### config.mk
export PLATFORM = sky130hd
export DESIGN_NAME = uart_word_txmod
export DESIGN_NICKNAME = d
export VERILOG_FILES = /design/src/rtl/uart_pkg.sv /design/src/rtl/uart_baud_tick.sv /design/src/rtl/uart_word_txmod.sv
export SDC_FILE = /design/constraint.sdc
export NUM_CORES = 1
export LEC_CHECK = 0
export CAP_MARGIN = 25
export CORE_MARGIN = 2
export CORE_UTILIZATION = 45
export CTS_BUF_LIST = sky130_fd_sc_hd__clkbuf_8
export CTS_CLUSTER_DIAMETER = 120
export DETAILED_ROUTE_END_ITERATION = 10
export GPL_TIMING_DRIVEN = 0
export HOLD_SLACK_MARGIN = 0.08
export PLACE_DENSITY = 0.71
export SYNTH_ARGS = -nofsm -noshare
export SYNTH_HDL_FRONTEND = slang
export SYNTH_HIERARCHICAL = 1
export SYNTH_SLANG_ARGS = --single-unit
### constraint.sdc
create_clock -name CLOCK -period 4.7 [get_ports CLOCK]
set_clock_uncertainty 0.15 [all_clocks]
set_input_delay 0.705 -clock CLOCK [delete_from_list [all_inputs] [get_ports CLOCK]]
set_output_delay 0.705 -clock CLOCK [all_outputs]
set_load 0.02 [all_outputs]
### src/rtl/uart_pkg.sv
// Shared definitions for the UART word transmitter and its baud-rate helper.
package uart_pkg;

    typedef enum logic [1:0] {
        IDLE  = 2'd0,
        LOAD  = 2'd1,
        SHIFT = 2'd2,
        DONE  = 2'd3
    } tx_state_e;

    localparam int BAUD_115K2_133M = 1157;
    localparam int BAUD_CNT_W      = 11;

    // Start bit + 8 data bits + stop bits.
    function automatic int frame_bits(input int stop_bits);
        return 9 + stop_bits;
    endfunction

endpackage

### src/rtl/uart_baud_tick.sv
// Free-running bit-period counter with synchronous clear; tick marks the last clock of a bit.
module uart_baud_tick
    import uart_pkg::*;
#(
    parameter int BAUD_DIV = BAUD_115K2_133M
) (
    input  logic CLOCK,
    input  logic RESET,
    input  logic clear,
    output logic tick
);

    localparam logic [BAUD_CNT_W-1:0] TERM_CNT = BAUD_CNT_W'(BAUD_DIV - 1);

    logic [BAUD_CNT_W-1:0] baud_cnt;

    always_ff @(posedge CLOCK or negedge RESET) begin
        if (!RESET) begin
            baud_cnt <= '0;
        end else if (clear || (baud_cnt == TERM_CNT)) begin
            baud_cnt <= '0;
        end else begin
            baud_cnt <= baud_cnt + 1'b1;
        end
    end

    assign tick = (baud_cnt == TERM_CNT) && !clear;

endmodule

### src/rtl/uart_word_txmod.sv
// Sends one NBYTES-wide word as back-to-back UART frames, most significant byte first.
//
//   state | meaning
//   IDLE  | line high, waiting for iCall; word latched on request
//   LOAD  | one cycle to clear the bit/byte/baud counters
//   SHIFT | frames on TXD; TXD is registered one clock behind the counters
//   DONE  | oDone pulse, line high, back to IDLE
module uart_word_txmod
    import uart_pkg::*;
#(
    parameter int BAUD_DIV  = BAUD_115K2_133M,
    parameter int NBYTES    = 8,
    parameter int STOP_BITS = 2
) (
    input  logic                  CLOCK,
    input  logic                  RESET,
    input  logic                  iCall,
    output logic                  oDone,
    input  logic [NBYTES*8-1:0]   iData,
    output logic                  oBusy,
    output logic                  TXD
);

    localparam int         W         = NBYTES * 8;
    localparam logic [3:0] LAST_BIT  = 4'(frame_bits(STOP_BITS) - 1);
    localparam logic [2:0] LAST_BYTE = 3'(NBYTES - 1);

    tx_state_e      state;
    logic [W-1:0]   shreg;
    logic [3:0]     bit_idx;
    logic [2:0]     byte_idx;
    logic           last_q;
    logic           tick;
    logic [7:0]     cur_byte;
    logic [2:0]     data_sel;
    logic           frame_bit;

    uart_baud_tick #(
        .BAUD_DIV (BAUD_DIV)
    ) u_baud (
        .CLOCK (CLOCK),
        .RESET (RESET),
        .clear (state != SHIFT),
        .tick  (tick)
    );

    assign cur_byte = shreg[W-1 -: 8];

    always_comb begin
        data_sel  = 3'(bit_idx - 4'd1);
        frame_bit = 1'b1;
        if (bit_idx == 4'd0) begin
            frame_bit = 1'b0;
        end else if (bit_idx <= 4'd8) begin
            frame_bit = cur_byte[data_sel];
        end
    end

    // last_q holds SHIFT for one extra clock so the final stop bit, which
    // lags the counters by a cycle on TXD, is complete when DONE is entered.
    always_ff @(posedge CLOCK or negedge RESET) begin
        if (!RESET) begin
            state    <= IDLE;
            shreg    <= '0;
            bit_idx  <= '0;
            byte_idx <= '0;
            last_q   <= 1'b0;
            TXD      <= 1'b1;
            oDone    <= 1'b0;
            oBusy    <= 1'b0;
        end else begin
            case (state)
                IDLE: begin
                    oDone <= 1'b0;
                    TXD   <= 1'b1;
                    if (iCall) begin
                        shreg <= iData;
                        oBusy <= 1'b1;
                        state <= LOAD;
                    end
                end
                LOAD: begin
                    bit_idx  <= '0;
                    byte_idx <= '0;
                    last_q   <= 1'b0;
                    state    <= SHIFT;
                end
                SHIFT: begin
                    if (last_q) begin
                        last_q <= 1'b0;
                        TXD    <= 1'b1;
                        oDone  <= 1'b1;
                        oBusy  <= 1'b0;
                        state  <= DONE;
                    end else begin
                        TXD <= frame_bit;
                        if (tick) begin
                            if (bit_idx == LAST_BIT) begin
                                bit_idx <= '0;
                                if (byte_idx == LAST_BYTE) begin
                                    last_q <= 1'b1;
                                end else begin
                                    byte_idx <= byte_idx + 3'd1;
                                    shreg    <= shreg << 8;
                                end
                            end else begin
                                bit_idx <= bit_idx + 4'd1;
                            end
                        end
                    end
                end
                DONE: begin
                    oDone <= 1'b0;
                    TXD   <= 1'b1;
                    state <= IDLE;
                end
                default: begin
                    state <= IDLE;
                end
            endcase
        end
    end

endmodule

# After elaboration in Yosys (flattened, before gate mapping)
# Index checks and enable logic that the tools add are counted.
# word_totals
wordCells	78
mem_bits_ro	0
ramBits	0
mem_count	0
in_bits	67
register_bits	88
latch_bits	0
# op_classes
eq_ne	13
n_lt_le_gt_ge	2
mul	0
add_sub_neg	4
n_reduce_logical	15
div	0
n_bitwise	0
n_mux	35
shift	0
# op_table
operator	n
2-to-1 mux 64 bit	5
case mux 64 bit (2 select lines)	1
!= test 2 bit (second input constant)	7
2-to-1 mux 3 bit	4
2-to-1 mux 4 bit	3
adder 11 x 1 -> 11 bit (second input constant)	1
== test 11 bit (second input constant)	1
2-to-1 mux 1 bit	11
2-to-1 mux 11 bit	1
case mux 1 bit (2 select lines)	4
case mux 2 bit (4 select lines)	1
case mux 4 bit (2 select lines)	1
case mux 3 bit (2 select lines)	1
AND reduction 3 bit	2
AND reduction 6 bit	1
nonzero test 2 bit	3
AND reduction 5 bit	1
adder 4 x 1 -> 4 bit (second input constant)	1
== test 2 bit (second input constant)	2
== test 4 bit (second input constant)	1
<= comparator 4 bit (second input constant)	1
zero test 4 bit	1
less-than comparator 3 x 4 -> 1 bit (second input constant)	1
2-to-1 mux 2 bit	2
other kinds (11)	12

# Logic depth before layout (Yosys ltp)
# depth
depth_word	7
ltp_mapped	10
mapped_depth_nobuf	9

# Cells and area by module
# Netlist, hierarchy kept.
# modules_own_cells
module	seq_area_each_um2	cells_per_inst	instances	area_per_inst_um2
uart_word_txmod	1928.1	289	1	4169.0
uart_baud_tick	275.3	58	1	568.0

# Worst setup path before layout
# No wires, ideal clock.
# synth_timing
path_kind	flip-flop to flip-flop
startpoint	register u_baud.baud_cnt[0]
endpoint	register shreg[10]
setup_ns	0.125
n_path_buf	1
t_required_ns	4.425
synth_period_minus_slack_ns	2.564
path_stages_with_launch	11
setup_slack_ns	2.136
arrival_time_ns	2.289
path_cell_list	dfrtp_1 > inv_1 > ha_1 > nor4bb_1 > nand3_1 > nor2_1 > inv_1 > o41ai_4 > o211ai_4 > buf_6 > mux2_4
# synth_via
elab_chain_len	4
# synth_lines
item	line	rtl
start, declared	uart_baud_tick.sv:15	logic [BAUD_CNT_W-1:0] baud_cnt;
start signal, assigned	uart_baud_tick.sv:23	baud_cnt <= baud_cnt + 1'b1;
== test 11 bit	uart_baud_tick.sv:27	assign tick = (baud_cnt == TERM_CNT) && !clear;
logical AND 1 bit	uart_baud_tick.sv:27	
named net tick	uart_word_txmod.sv:33	logic tick;
!= test 2 bit (no source line)	-	
AND reduction 6 bit (no source line)	-	
end signal, assigned	uart_word_txmod.sv:77	shreg <= iData;
end signal, assigned	uart_word_txmod.sv:104	shreg <= shreg << 8;
end, declared	uart_word_txmod.sv:29	logic [W-1:0] shreg;
# The timed path passes the listed nets, and every way through them passes these cells.
# A chain may end at the register's enable or synchronous reset.

# Final worst setup path
# layout_timing
startpoint	register u_baud.baud_cnt[0]
endpoint	register shreg[23]
# Same word-level chain as after synthesis.

==> results.rst <==
.. list-table::
   :header-rows: 1

   * - Metric
     - Value
   * - Run status
     - finished, final reports clean
   * - Layout-stage area growth over the synthesis result
     - 23.6%
   * - DRC violations left
     - 0
   * - Hold Fails Final Rpt
     - 0
   * - Cell depth of the worst flop-to-flop path
     - 10
   * - Switching share of power
     - 20.7%
   * - Fraction of power consumed by combinational cells
     - between 5 and 6%
   * - Antenna Nets Post-Route
     - 0
   * - Final net count
     - about 510
   * - Max VDD drop
     - 0.000144 V
   * - Startpoint class of the critical path
     - register
   * - Sequential-to-total area share from yosys stat
     - 46.5%
   * - Worst-case register-to-register setup slack
     - 1810 ps
   * - Highest Clock Rate
     - 346 MHz
   * - Number of global-route vias before repair
     - between 3k and 4k
   * - Shortest period the worst path allows
     - 2890 ps
   * - CP peak stage delay
     - 450 ps
   * - Count of synthesis-stage warnings from yosys
     - 6
   * - CTS root buf
     - sky130_fd_sc_hd__clkbuf_8
   * - HPWL after detailed placement
     - 6780 um
   * - Seq. cell area
     - 0.00220 sq mm
   * - Kind of path behind the tightest hold check
     - primary input to async pin
   * - Worst reg2reg startpoint
     - u_baud/baud_cnt[0]$_DFF_PN0_
   * - Vias/cell
     - 5.25
   * - Cell type contributing the most total cell area after synthesis
     - sky130_fd_sc_hd__dfrtp_1
   * - Deepest level of the CTS H-tree
     - 3
   * - Top cell family by delay on the critical path
     - compound AO/OA/AOI/OAI gates
   * - Worst-skew pair later-pin latency
     - 350 ps
   * - First DRT Iteration DRCs
     - 99
   * - Number of buffers inserted during clock tree synthesis
     - 9
   * - Largest cells by area after synthesis
     - sky130_fd_sc_hd__dfrtp_1 (46%), sky130_fd_sc_hd__mux2_4 (16%), sky130_fd_sc_hd__mux2_2 (15%), sky130_fd_sc_hd__ha_1 (2.9%), sky130_fd_sc_hd__a22o_1 (1.5%)
   * - Type of destination of the critical path
     - register
   * - R2r endpoint
     - shreg[23]$_DFFE_PN0P_
   * - Global route total overflow
     - 0
   * - Setup WS pre-CTS
     - 1800 ps
   * - Power density over the cells
     - between 200 and 250 mW/mm^2
   * - Total I/O pin count
     - 70
   * - Starting density of the core
     - a little under half
   * - Mapped Nets
     - 425
   * - Post-route standard cell area excluding fillers
     - a little under 0.006 sq mm
   * - Relative contribution of the clock network to total power
     - between 40% and 50%
   * - Most frequently used cell type in the post-synthesis netlist
     - sky130_fd_sc_hd__dfrtp_1
   * - Routability Congestion
     - 0.787
   * - Crit path max fanout
     - 10
   * - Clock transition at the registers of the reported paths
     - 90 ps
   * - Hold Buf Count CTS
     - 0
   * - Average cell area after synthesis
     - 13.7 sq um
   * - Max stage delay cell, worst path
     - sky130_fd_sc_hd__o41ai_4
   * - Post-synthesis instance area
     - approximately 0.0047 sq mm
   * - Chip Height
     - roughly 110 um
   * - Count of unique library cells instantiated by Yosys
     - 47
   * - Width of the die
     - 107 um
   * - FFs w/ async S/R, synth
     - 100%
   * - Num Clock Sinks
     - 88
   * - Min Hold Slack
     - around 120 ps
   * - Vias post-DR
     - 2,990
   * - Total cell area at the placement stage
     - 0.00562 sq mm
   * - Finish-stage setup viols
     - 0
   * - Number of buffers on the longest clock path
     - 2
   * - Sequence of cells on the critical path
     - inv_1 > ha_1 > nor4bb_1 > nand3_1 > nor2_1 > inv_1 > o41ai_4 > o211ai_4 > buf_6 > mux2_4
   * - Switching power
     - 0.000296 W
   * - Power Internal
     - 0.00113 W
   * - Setup repair after global routing missed its margin
     - no
   * - Number of buffers added for setup after CTS
     - 0
   * - Global-route wire length before repair
     - ~16,000 um
   * - Slew Limit Headroom
     - 59.3%
   * - Arrival time of the worst setup path
     - between 2000 and 3000 ps
   * - Number of storage elements in the synthesis netlist
     - 88
   * - Total detailed-routing wirelength
     - 9390 um
   * - Share of cells above drive strength 1
     - 36.0%
   * - Standard-cell rows
     - 37
   * - Leakage power
     - 2.91 nW
   * - Number of enable flip-flop cells after synthesis
     - 0
   * - Quantity of gates resized following cts
     - 0
   * - Predominant post-synthesis flop cell
     - sky130_fd_sc_hd__dfrtp_1
   * - Initial antenna violation count
     - 0
   * - WL per Instance
     - approximately 17 um
   * - GRT Resource Usage Total
     - 17.6%
   * - Total buffers and inverters traversed by the critical path
     - 3
   * - Number of max-slew violations in the final report
     - 0
   * - Largest net degree at the start of global routing
     - a little over 60
   * - Most common cell type on the critical path
     - sky130_fd_sc_hd__inv_1
   * - # diodes
     - 0
   * - Fill cell total of the finished layout
     - 878
   * - Setup Total Neg Slack
     - 0 ps
   * - Actual transition at the worst max-transition pin
     - roughly 610 ps
   * - Register share of total power
     - 52.9%
   * - Required time at the worst-slack endpoint
     - 4790 ps
   * - Number of instances in the synthesized netlist
     - 347
   * - Commonest cells in the netlist
     - sky130_fd_sc_hd__dfrtp_1 (87), sky130_fd_sc_hd__mux2_2 (62), sky130_fd_sc_hd__mux2_4 (52)
   * - Count of max-cap constraint violations
     - 0
   * - I/O Buffers
     - 69
   * - Synth top area share
     - a little under half
   * - Critical Path Source
     - u_baud/baud_cnt[0]$_DFF_PN0_
   * - Full die area
     - approximately 0.011 sq mm
   * - Detailed-router iteration count before antenna repair
     - 4
   * - Slack of the critical path
     - 1810 ps
   * - Combined area of the multi-input logic cells
     - 0.00238 sq mm
   * - Std-Cell Core Area
     - 0.0103 sq mm
   * - Setup CP Type
     - register to register
   * - Part of the cycle the worst path needs
     - 61.4%
   * - CTS tree
     - built
-- per-layer routing --
metal	part of all wire, %	track usage [%]	vias to the layer above
met4	1.1	5.84	0
met5	0	0	-
met3	4.3	4.44	8
li1	-	-	1432
met1	48	24.0	1500
met2	47	27.4	50
-- logic make-up (layout without fill, tap and decap cells) --
kind of cell,Yosys count,count (layout),synth area share (%)
AOI/OAI and AO/OA,41,41,6.92
xor gates and xnor gates,3,3,0.555
adders and majority gates,11,11,2.91
buffers and inverters,27,113,3.28
DFF,88,88,46.5
muxes,121,121,33.0
and+or+nand+nor,56,56,6.87
-- layout by cell type, fill, tap and decap left out, drive strengths merged, types with 2 or more instances in the layout --
cell	n
nor2	10
a22o	8
clkbuf	14
nand2b	3
nand4	5
mux2	114
bufinv	2
nand3	8
xor2	2
nand2	10
inv	10
ha	11
or3	3
a32oi	2
dfrtp	87
o21ai	8
clkdlybuf4s50	68
a21bo	2
a21oi	8
nor3	3
buf	17
or4	3
nor2b	4
mux2i	6
o31ai	4
-- flip-flops by register name, summed over array words and instances, names as in the netlist --
signal           cells
oDone                1
last_q               1
TXD                  1
shreg               64
oBusy                1
state                2
byte_idx             3
bit_idx              4
u_baud/baud_cnt     11
-- layout make-up --
cell class                 count  share of cell area [%]
sequential                    88                    37.6
buffer                        18                    2.07
clock inverter                 5                    1.37
multi-input combinational    232                    40.6
clock buffer                  11                    2.59
timing repair buffer          70                    12.2
inverter                       9                   0.577
tap                          136                    2.91
-- worst max path at each step --
stage	to	slack [ps]	depth (start not counted)
2_1_floorplan	shreg[10]$_DFFE_PN0P_	2140	10
3_3_place_gp	shreg[60]$_DFFE_PN0P_	-500	1
3_5_place_dp	shreg[14]$_DFFE_PN0P_	1800	10
4_1_cts	shreg[23]$_DFFE_PN0P_	1780	10
5_1_grt	shreg[23]$_DFFE_PN0P_	1490	10
6_report	shreg[23]$_DFFE_PN0P_	1810	10
-- through the flow --
step / power (W) / utilization [%] / std cells
after floorplan: 0.000772 / - / 347
after global placement: 0.000845 / 54.5 / 552
after detailed placement: 0.000847 / 54.7 / 553
after CTS: 0.00144 / 57.0 / 569
after global routing: 0.00149 / 57.0 / 569
final: 0.00143 / 57.0 / 569
-- power groups by stage --
stage | clock (W) | sequential (W) | combinational [W]
2_1_floorplan | 0 | 0.000772 | 0.000000647
3_5_place_dp | 0 | 0.000771 | 0.0000756
3_3_place_gp | 0 | 0.000772 | 0.0000728
4_1_cts | 0.000610 | 0.000756 | 0.0000757
6_report | 0.000600 | 0.000756 | 0.0000737
5_1_grt | 0.000650 | 0.000757 | 0.0000803
Note: power is estimated with default switching activity, not from simulation.
